[config.mk]
export PLATFORM = sky130hd
export DESIGN_NAME = byte_stream_feeder
export DESIGN_NICKNAME = d
export VERILOG_FILES = /design/src/rtl/feeder_pkg.sv /design/src/rtl/sync_byte_fifo.sv /design/src/rtl/byte_stream_feeder.sv
export SDC_FILE = /design/constraint.sdc
export NUM_CORES = 1
export LEC_CHECK = 0
export CAP_MARGIN = 20
export CORE_MARGIN = 1.5
export CORE_UTILIZATION = 57
export DETAILED_ROUTE_END_ITERATION = 7
export GPL_TIMING_DRIVEN = 0
export PLACE_DENSITY = 0.81
export SYNTH_ARGS = -nofsm -noshare
export SYNTH_HDL_FRONTEND = slang
export SYNTH_SLANG_ARGS = --single-unit
export TNS_END_PERCENT = 50
[constraint.sdc]
create_clock -name clk -period 3.55 [get_ports clk]
set_clock_uncertainty 0.2 [all_clocks]
set_input_delay 0.355 -clock clk [delete_from_list [all_inputs] [get_ports clk]]
set_output_delay 0.355 -clock clk [all_outputs]
set_load 0.02 [all_outputs]
[src/rtl/feeder_pkg.sv]
// Types and widths shared by the byte stream feeder, its FIFO and the downstream ring buffer.
// RING_SLOTS and SLOT_W must stay in step with the ring buffer's addr_ptr.
package feeder_pkg;

   localparam int unsigned RING_SLOTS = 16;
   localparam int unsigned SLOT_W     = 4;
   localparam int unsigned DATA_W     = 8;
   localparam int unsigned LEVEL_W    = 5;
   localparam int unsigned CNT_W      = 8;

   typedef enum logic [1:0] {
      IDLE   = 2'd0,
      PRIME  = 2'd1,
      STREAM = 2'd2
   } feeder_state_t;

   // Increment that sticks at all-ones instead of wrapping.
   function automatic logic [CNT_W-1:0] sat_inc(input logic [CNT_W-1:0] v);
      return (v == '1) ? v : v + CNT_W'(1);
   endfunction

endpackage

[src/rtl/sync_byte_fifo.sv]
// Single-clock byte FIFO with a combinational head and an explicit occupancy counter.
// Pointers wrap modulo DEPTH (a power of two); level is kept separately from the pointers.
module sync_byte_fifo
   import feeder_pkg::*;
#(
   parameter int unsigned DEPTH = 8
)
(
   input  logic               clk,
   input  logic               rst_n,
   input  logic               push,
   input  logic               pop,
   input  logic [DATA_W-1:0]  wdata,
   output logic [DATA_W-1:0]  rdata,
   output logic [LEVEL_W-1:0] level,
   output logic               full,
   output logic               empty
);

   localparam int unsigned AW = (DEPTH > 1) ? $clog2(DEPTH) : 1;

   logic [DATA_W-1:0]  r_mem [DEPTH];
   logic [AW-1:0]      r_wptr;
   logic [AW-1:0]      r_rptr;
   logic [LEVEL_W-1:0] r_level;
   logic               w_push;
   logic               w_pop;

   assign full  = (r_level == LEVEL_W'(DEPTH));
   assign empty = (r_level == '0);
   assign level = r_level;
   assign rdata = r_mem[r_rptr];

   // Guard against misuse so the counter can never leave 0..DEPTH.
   assign w_push = push && !full;
   assign w_pop  = pop && !empty;

   // Storage is not reset: contents are meaningless once pointers and level clear.
   always_ff @(posedge clk) begin
      if (w_push) begin
         r_mem[r_wptr] <= wdata;
      end
   end

   always_ff @(posedge clk or negedge rst_n) begin
      if (!rst_n) begin
         r_wptr  <= '0;
         r_rptr  <= '0;
         r_level <= '0;
      end else begin
         if (w_push) begin
            r_wptr <= r_wptr + AW'(1);
         end
         if (w_pop) begin
            r_rptr <= r_rptr + AW'(1);
         end
         case ({w_push, w_pop})
            2'b10:   r_level <= r_level + LEVEL_W'(1);
            2'b01:   r_level <= r_level - LEVEL_W'(1);
            default: r_level <= r_level;
         endcase
      end
   end

endmodule

[src/rtl/byte_stream_feeder.sv]
// Turns a bursty valid/ready byte stream into one byte per enabled clock for the ring buffer,
// priming a FIFO before streaming and substituting FILL_BYTE on underrun.
module byte_stream_feeder
   import feeder_pkg::*;
#(
   parameter int unsigned      DEPTH     = 8,
   parameter int unsigned      PRIME_LVL = 4,
   parameter logic [DATA_W-1:0] FILL_BYTE = 8'h00
)
(
   input  logic               clk,
   input  logic               rst_n,
   input  logic               en,
   input  logic [DATA_W-1:0]  in_data,
   input  logic               in_valid,
   output logic               in_ready,
   output logic [DATA_W-1:0]  data_out,
   output logic               data_valid,
   output logic [SLOT_W-1:0]  slot_idx,
   output logic [LEVEL_W-1:0] level,
   output logic [CNT_W-1:0]   underrun_cnt
);

   feeder_state_t      r_state;
   logic [DATA_W-1:0]  r_data_out;
   logic               r_data_valid;
   logic [SLOT_W-1:0]  r_slot_idx;
   logic [SLOT_W-1:0]  r_slot_ptr;
   logic [CNT_W-1:0]   r_underrun;

   logic               w_push;
   logic               w_pop;
   logic [DATA_W-1:0]  w_head;
   logic [LEVEL_W-1:0] w_level;
   logic               w_full;
   logic               w_empty;
   logic               w_primed;

   sync_byte_fifo #(
      .DEPTH (DEPTH)
   ) u_fifo (
      .clk   (clk),
      .rst_n (rst_n),
      .push  (w_push),
      .pop   (w_pop),
      .wdata (in_data),
      .rdata (w_head),
      .level (w_level),
      .full  (w_full),
      .empty (w_empty)
   );

   // Ready depends on occupancy only, so a full FIFO stalls even when a pop is due.
   assign in_ready = !w_full;
   assign w_push   = in_valid && !w_full;
   assign w_pop    = (r_state == STREAM) && en && !w_empty;
   assign w_primed = (w_level >= LEVEL_W'(PRIME_LVL));

   // r_slot_ptr is the next ring slot; slot_idx is the slot of the byte now on data_out.
   always_ff @(posedge clk or negedge rst_n) begin
      if (!rst_n) begin
         r_state      <= IDLE;
         r_data_out   <= FILL_BYTE;
         r_data_valid <= 1'b0;
         r_slot_idx   <= '0;
         r_slot_ptr   <= '0;
         r_underrun   <= '0;
      end else begin
         r_data_out   <= FILL_BYTE;
         r_data_valid <= 1'b0;
         case (r_state)
            IDLE: begin
               if (en) begin
                  r_state <= PRIME;
               end
            end
            PRIME: begin
               if (!en) begin
                  r_state <= IDLE;
               end else if (w_primed) begin
                  r_state <= STREAM;
               end
            end
            STREAM: begin
               if (!en) begin
                  r_state <= IDLE;
               end else begin
                  r_slot_idx <= r_slot_ptr;
                  r_slot_ptr <= r_slot_ptr + SLOT_W'(1);
                  if (!w_empty) begin
                     r_data_out   <= w_head;
                     r_data_valid <= 1'b1;
                  end else begin
                     r_underrun <= sat_inc(r_underrun);
                  end
               end
            end
            default: begin
               r_state <= IDLE;
            end
         endcase
      end
   end

   assign data_out     = r_data_out;
   assign data_valid   = r_data_valid;
   assign slot_idx     = r_slot_idx;
   assign level        = w_level;
   assign underrun_cnt = r_underrun;

endmodule

==> qor.yml <==
run:
  drv_cap: 0
setup_path:
  startpoint_type: "flip-flop"
  worstPathMaxFanout: 10
  crit_required_ns: 3.60
  cpMostUsedCell: "xor2_1"
  cp.arrival_ns: 3.09
  critPathTopFamily: "simple AND/OR/NAND/NOR gates"
  critPathMaxStageDelay_ns: 0.40
  cp-end-kind: "flip-flop"
  cp_cell_sequence: "buf_6 -> nor4_4 -> nand2_1 -> nand2_2 -> inv_2 -> ha_1 -> clkbuf_1 -> xor2_1 -> ha_1 -> a21oi_1 -> xor2_1 -> nor2_1 -> xor2_1"
  cp_num_buf_inv: 3
  worstSetupPathType: "flip-flop to flip-flop"
  critPathSlowestCell: "dfrtp_1"
yosys:
  synth_top_cell_by_area: "edfxtp_1"
  synth-async-reset-ratio_pct: 37.3
  synth_edf_count: 64
  synth_top_cell_area_share_pct: 46.2
  synth_cell_types: 40
  syn_nets: 275
  ys_ff_latch: 102
  synthFlopType: "edfxtp_1"
  synth_most_common_cell: "edfxtp_1"
  synth_area_um2: 4160
  synth_commonest_cells: "64 x edfxtp_1, 38 x dfrtp_1, 25 x nand2_1"
  seq_area_frac_synth_pct: 69.1
  syn_avg_cell_area_um2: 16.3
  syn_inst: 256
  synthTopCellsByArea: "edfxtp_1 46%, dfrtp_1 23%, mux4_2 8.7%"
  ys_warn_count: 0
clock_network:
  cts_max_level: 3
  cts_sinks: 102
  clock_latency_ns: 0.36
  cts_root_buffer: "clkbuf_8"
  cts_resized: 0
  clk_path_buf_depth: 2
  clk_pin_slew_worst_paths_ns: 0.09
  cts_buffers: 9
  tritoncts: "yes"
power_and_ir_drop:
  peakVddDrop_uv: 395
  p_seq_share_pct: 46.5
  p_per_area_nw_per_um2: 720
  total_power_mw: 3.53
  clock_power_share_pct: 22.3
  leakagePower_nw: 1.85
  internal-power_mw: 2.43
  p_sw_mw: 1.10
  p_comb_share_pct: 31.2
  switching_share_pct: 31.1
global_route:
  grt_pass1_vias: 2290
  use_met3_pct: 6.06
  antenna_found_initial: 0
  use_met2_pct: 35.3
  use_met1_pct: 27.3
  grtUsageTotal_pct: 21.2
  grt_max_degree: 39
  overflow: 0
  busiest_layer: "met2"
  grt_pass1_wl_um: 11800
sta:
  fin_tns_setup_ns: 0
  hold_viol: 0
  setup_violations: 0
  slew_headroom_pct: 34.1
  min_period_ns: 3.04
  rsz0062_at_grt: "false"
  period_share_pct: 85.6
  fmax_ghz: 0.329
  slew_viol_final: 0
  tightest_slew_ns: 0.985
detailed_routing:
  routedWlPerCell_um: 18.3
  drt_pre_antenna_iters: 4
  postRouteAntennaNets: 0
  drc: 0
  drt_wl_total_um: 7470
  drt_iter0_markers: 92
  dr_total_vias: 2274
  post_drt_via_cell_ratio: 5.56
die:
  core_um2: 6910
  dieArea_um2: 7820
  rows: 30
  start_util_pct: 60.2
  io_pins: 39
  die_h_um: 88.4
  die_w_um: 88.4
finish:
  final.fill_count: 486
  drive_gt1_share_pct: 17.3
  antenna_cells: 0
  area_growth_pct: 17.8
  fin_nets: 327
placed_design:
  dp_hpwl_um: 4890
  port_buffers: 38
  place.gp.congestion: 0.748
min_path:
  holdCritPathClass: "flip-flop to flip-flop"
outcome:
  status: "finished, final reports clean"
==> registers in the layout, indices dropped and copies added (netlist names) <==
register and count:
data_out 8, data_valid 1, r_slot_ptr 4, r_state 2, slot_idx 4, u_fifo.level 5, u_fifo.r_mem 64, u_fifo.r_rptr 3
u_fifo.r_wptr 3, underrun_cnt 8
==> routing by layer <==
layer / wire length (um) / vias to the layer above / part of all wire, %
met5: 0 / - / 0
met4: 117 / 0 / 1.6
met3: 334 / 13 / 4.5
met2: 3790 / 61 / 51
met1: 3220 / 1150 / 43
li1: - / 1050 / -
==> worst paths after layout <==
| path | from | endpoint | slack (ns) | depth (start not counted) |
|---|---|---|---|---|
| worst min register to register | slot_idx[2]$_DFFE_PN0N_ | slot_idx[2]$_DFFE_PN0N_ | 0.28 | 2 |
| min in group asynchronous | rst_n | u_fifo.level[4]$_DFFE_PN0P_ | 0.45 | 2 |
| max in group asynchronous | rst_n | r_slot_ptr[0]$_DFFE_PN0N_ | 2.15 | 2 |
| worst min-delay path | slot_idx[2]$_DFFE_PN0N_ | slot_idx[2]$_DFFE_PN0N_ | 0.28 | 2 |
| worst max-delay path | u_fifo.level[2]$_DFFE_PN0P_ | u_fifo.level[2]$_DFFE_PN0P_ | 0.51 | 13 |
| worst max register to register | u_fifo.level[2]$_DFFE_PN0P_ | u_fifo.level[2]$_DFFE_PN0P_ | 0.51 | 13 |
==> timing repair <==
action	4_1_cts	5_1_grt
endpoints found under the hold margin	38	0
hold buffers	1	0
setup buffers	0	0
==> worst register-to-register path: stages (launching register included) <==
cell and delay, ns:
dfrtp_1 0.40, buf_6 0.14, nor4_4 0.39, nand2_1 0.12
nand2_2 0.25, inv_2 0.12, ha_1 0.21, clkbuf_1 0.18
xor2_1 0.20, ha_1 0.22, a21oi_1 0.15, xor2_1 0.15
nor2_1 0.06, xor2_1 0.14
==> layout by cell type, fill, tap and decap left out, drive strengths merged, types with 4 or more instances in the layout <==
cell type	n
xnor2	8
mux2i	8
inv	7
buf	10
xor2	11
nor4	4
clkbuf	11
nand3	6
nor3	7
nand2b	7
mux2	5
a21oi	5
edfxtp	64
clkdlybuf4s50	37
ha	7
nand2	26
dfrtp	38
nor2	17
mux4	16
==> power by group through the flow <==
stage          registers, mW  clock network, mW  logic [mW]
2_1_floorplan           1.70                  0       0.707
3_3_place_gp            1.65                  0        1.06
3_5_place_dp            1.66                  0        1.11
4_1_cts                 1.64              0.798        1.12
5_1_grt                 1.67              0.842        1.20
6_report                1.64              0.787        1.10
==> per-stage QoR <==
step | utilization (%) | setup WS, ns | std cells | hold slack (ns) | cell area (um2)
floorplan | - | 0.712 | 256 | -0.141 | 4160
global placement | 67.5 | 0.344 | 390 | 0.257 | 4660
detailed placement | 67.6 | 0.276 | 392 | 0.263 | 4670
CTS | 70.9 | 0.489 | 409 | 0.285 | 4900
global route | 70.9 | 0.288 | 409 | 0.300 | 4900
finish | 70.9 | 0.511 | 409 | 0.278 | 4900
==> cells by family (layout without fill, tap and decap cells) <==
| group | Yosys count | in the layout | share of synthesized area (%) |
|---|---|---|---|
| muxes | 29 | 29 | 12.0 |
| xor gates and xnor gates | 19 | 19 | 4.00 |
| DFF | 102 | 102 | 69.1 |
| and+or+nand+nor | 74 | 74 | 9.44 |
| adders and majority gates | 7 | 7 | 2.11 |
| buffers and inverters | 14 | 71 | 1.65 |
| AOI/OAI and AO/OA | 11 | 11 | 1.71 |
==> cell type report <==
type                       count  area, um2  share of cell area, %
clock buffer                   9        124                   2.53
clock inverter                 7       95.1                   1.94
tap                           96        120                   2.45
inverter                       5       18.8                  0.383
timing repair buffer          41        400                   8.17
sequential                   102       2870                   58.6
multi-input combinational    140       1220                   24.9
buffer                         9       50.0                   1.02
Note: power is estimated with default switching activity, not from simulation.
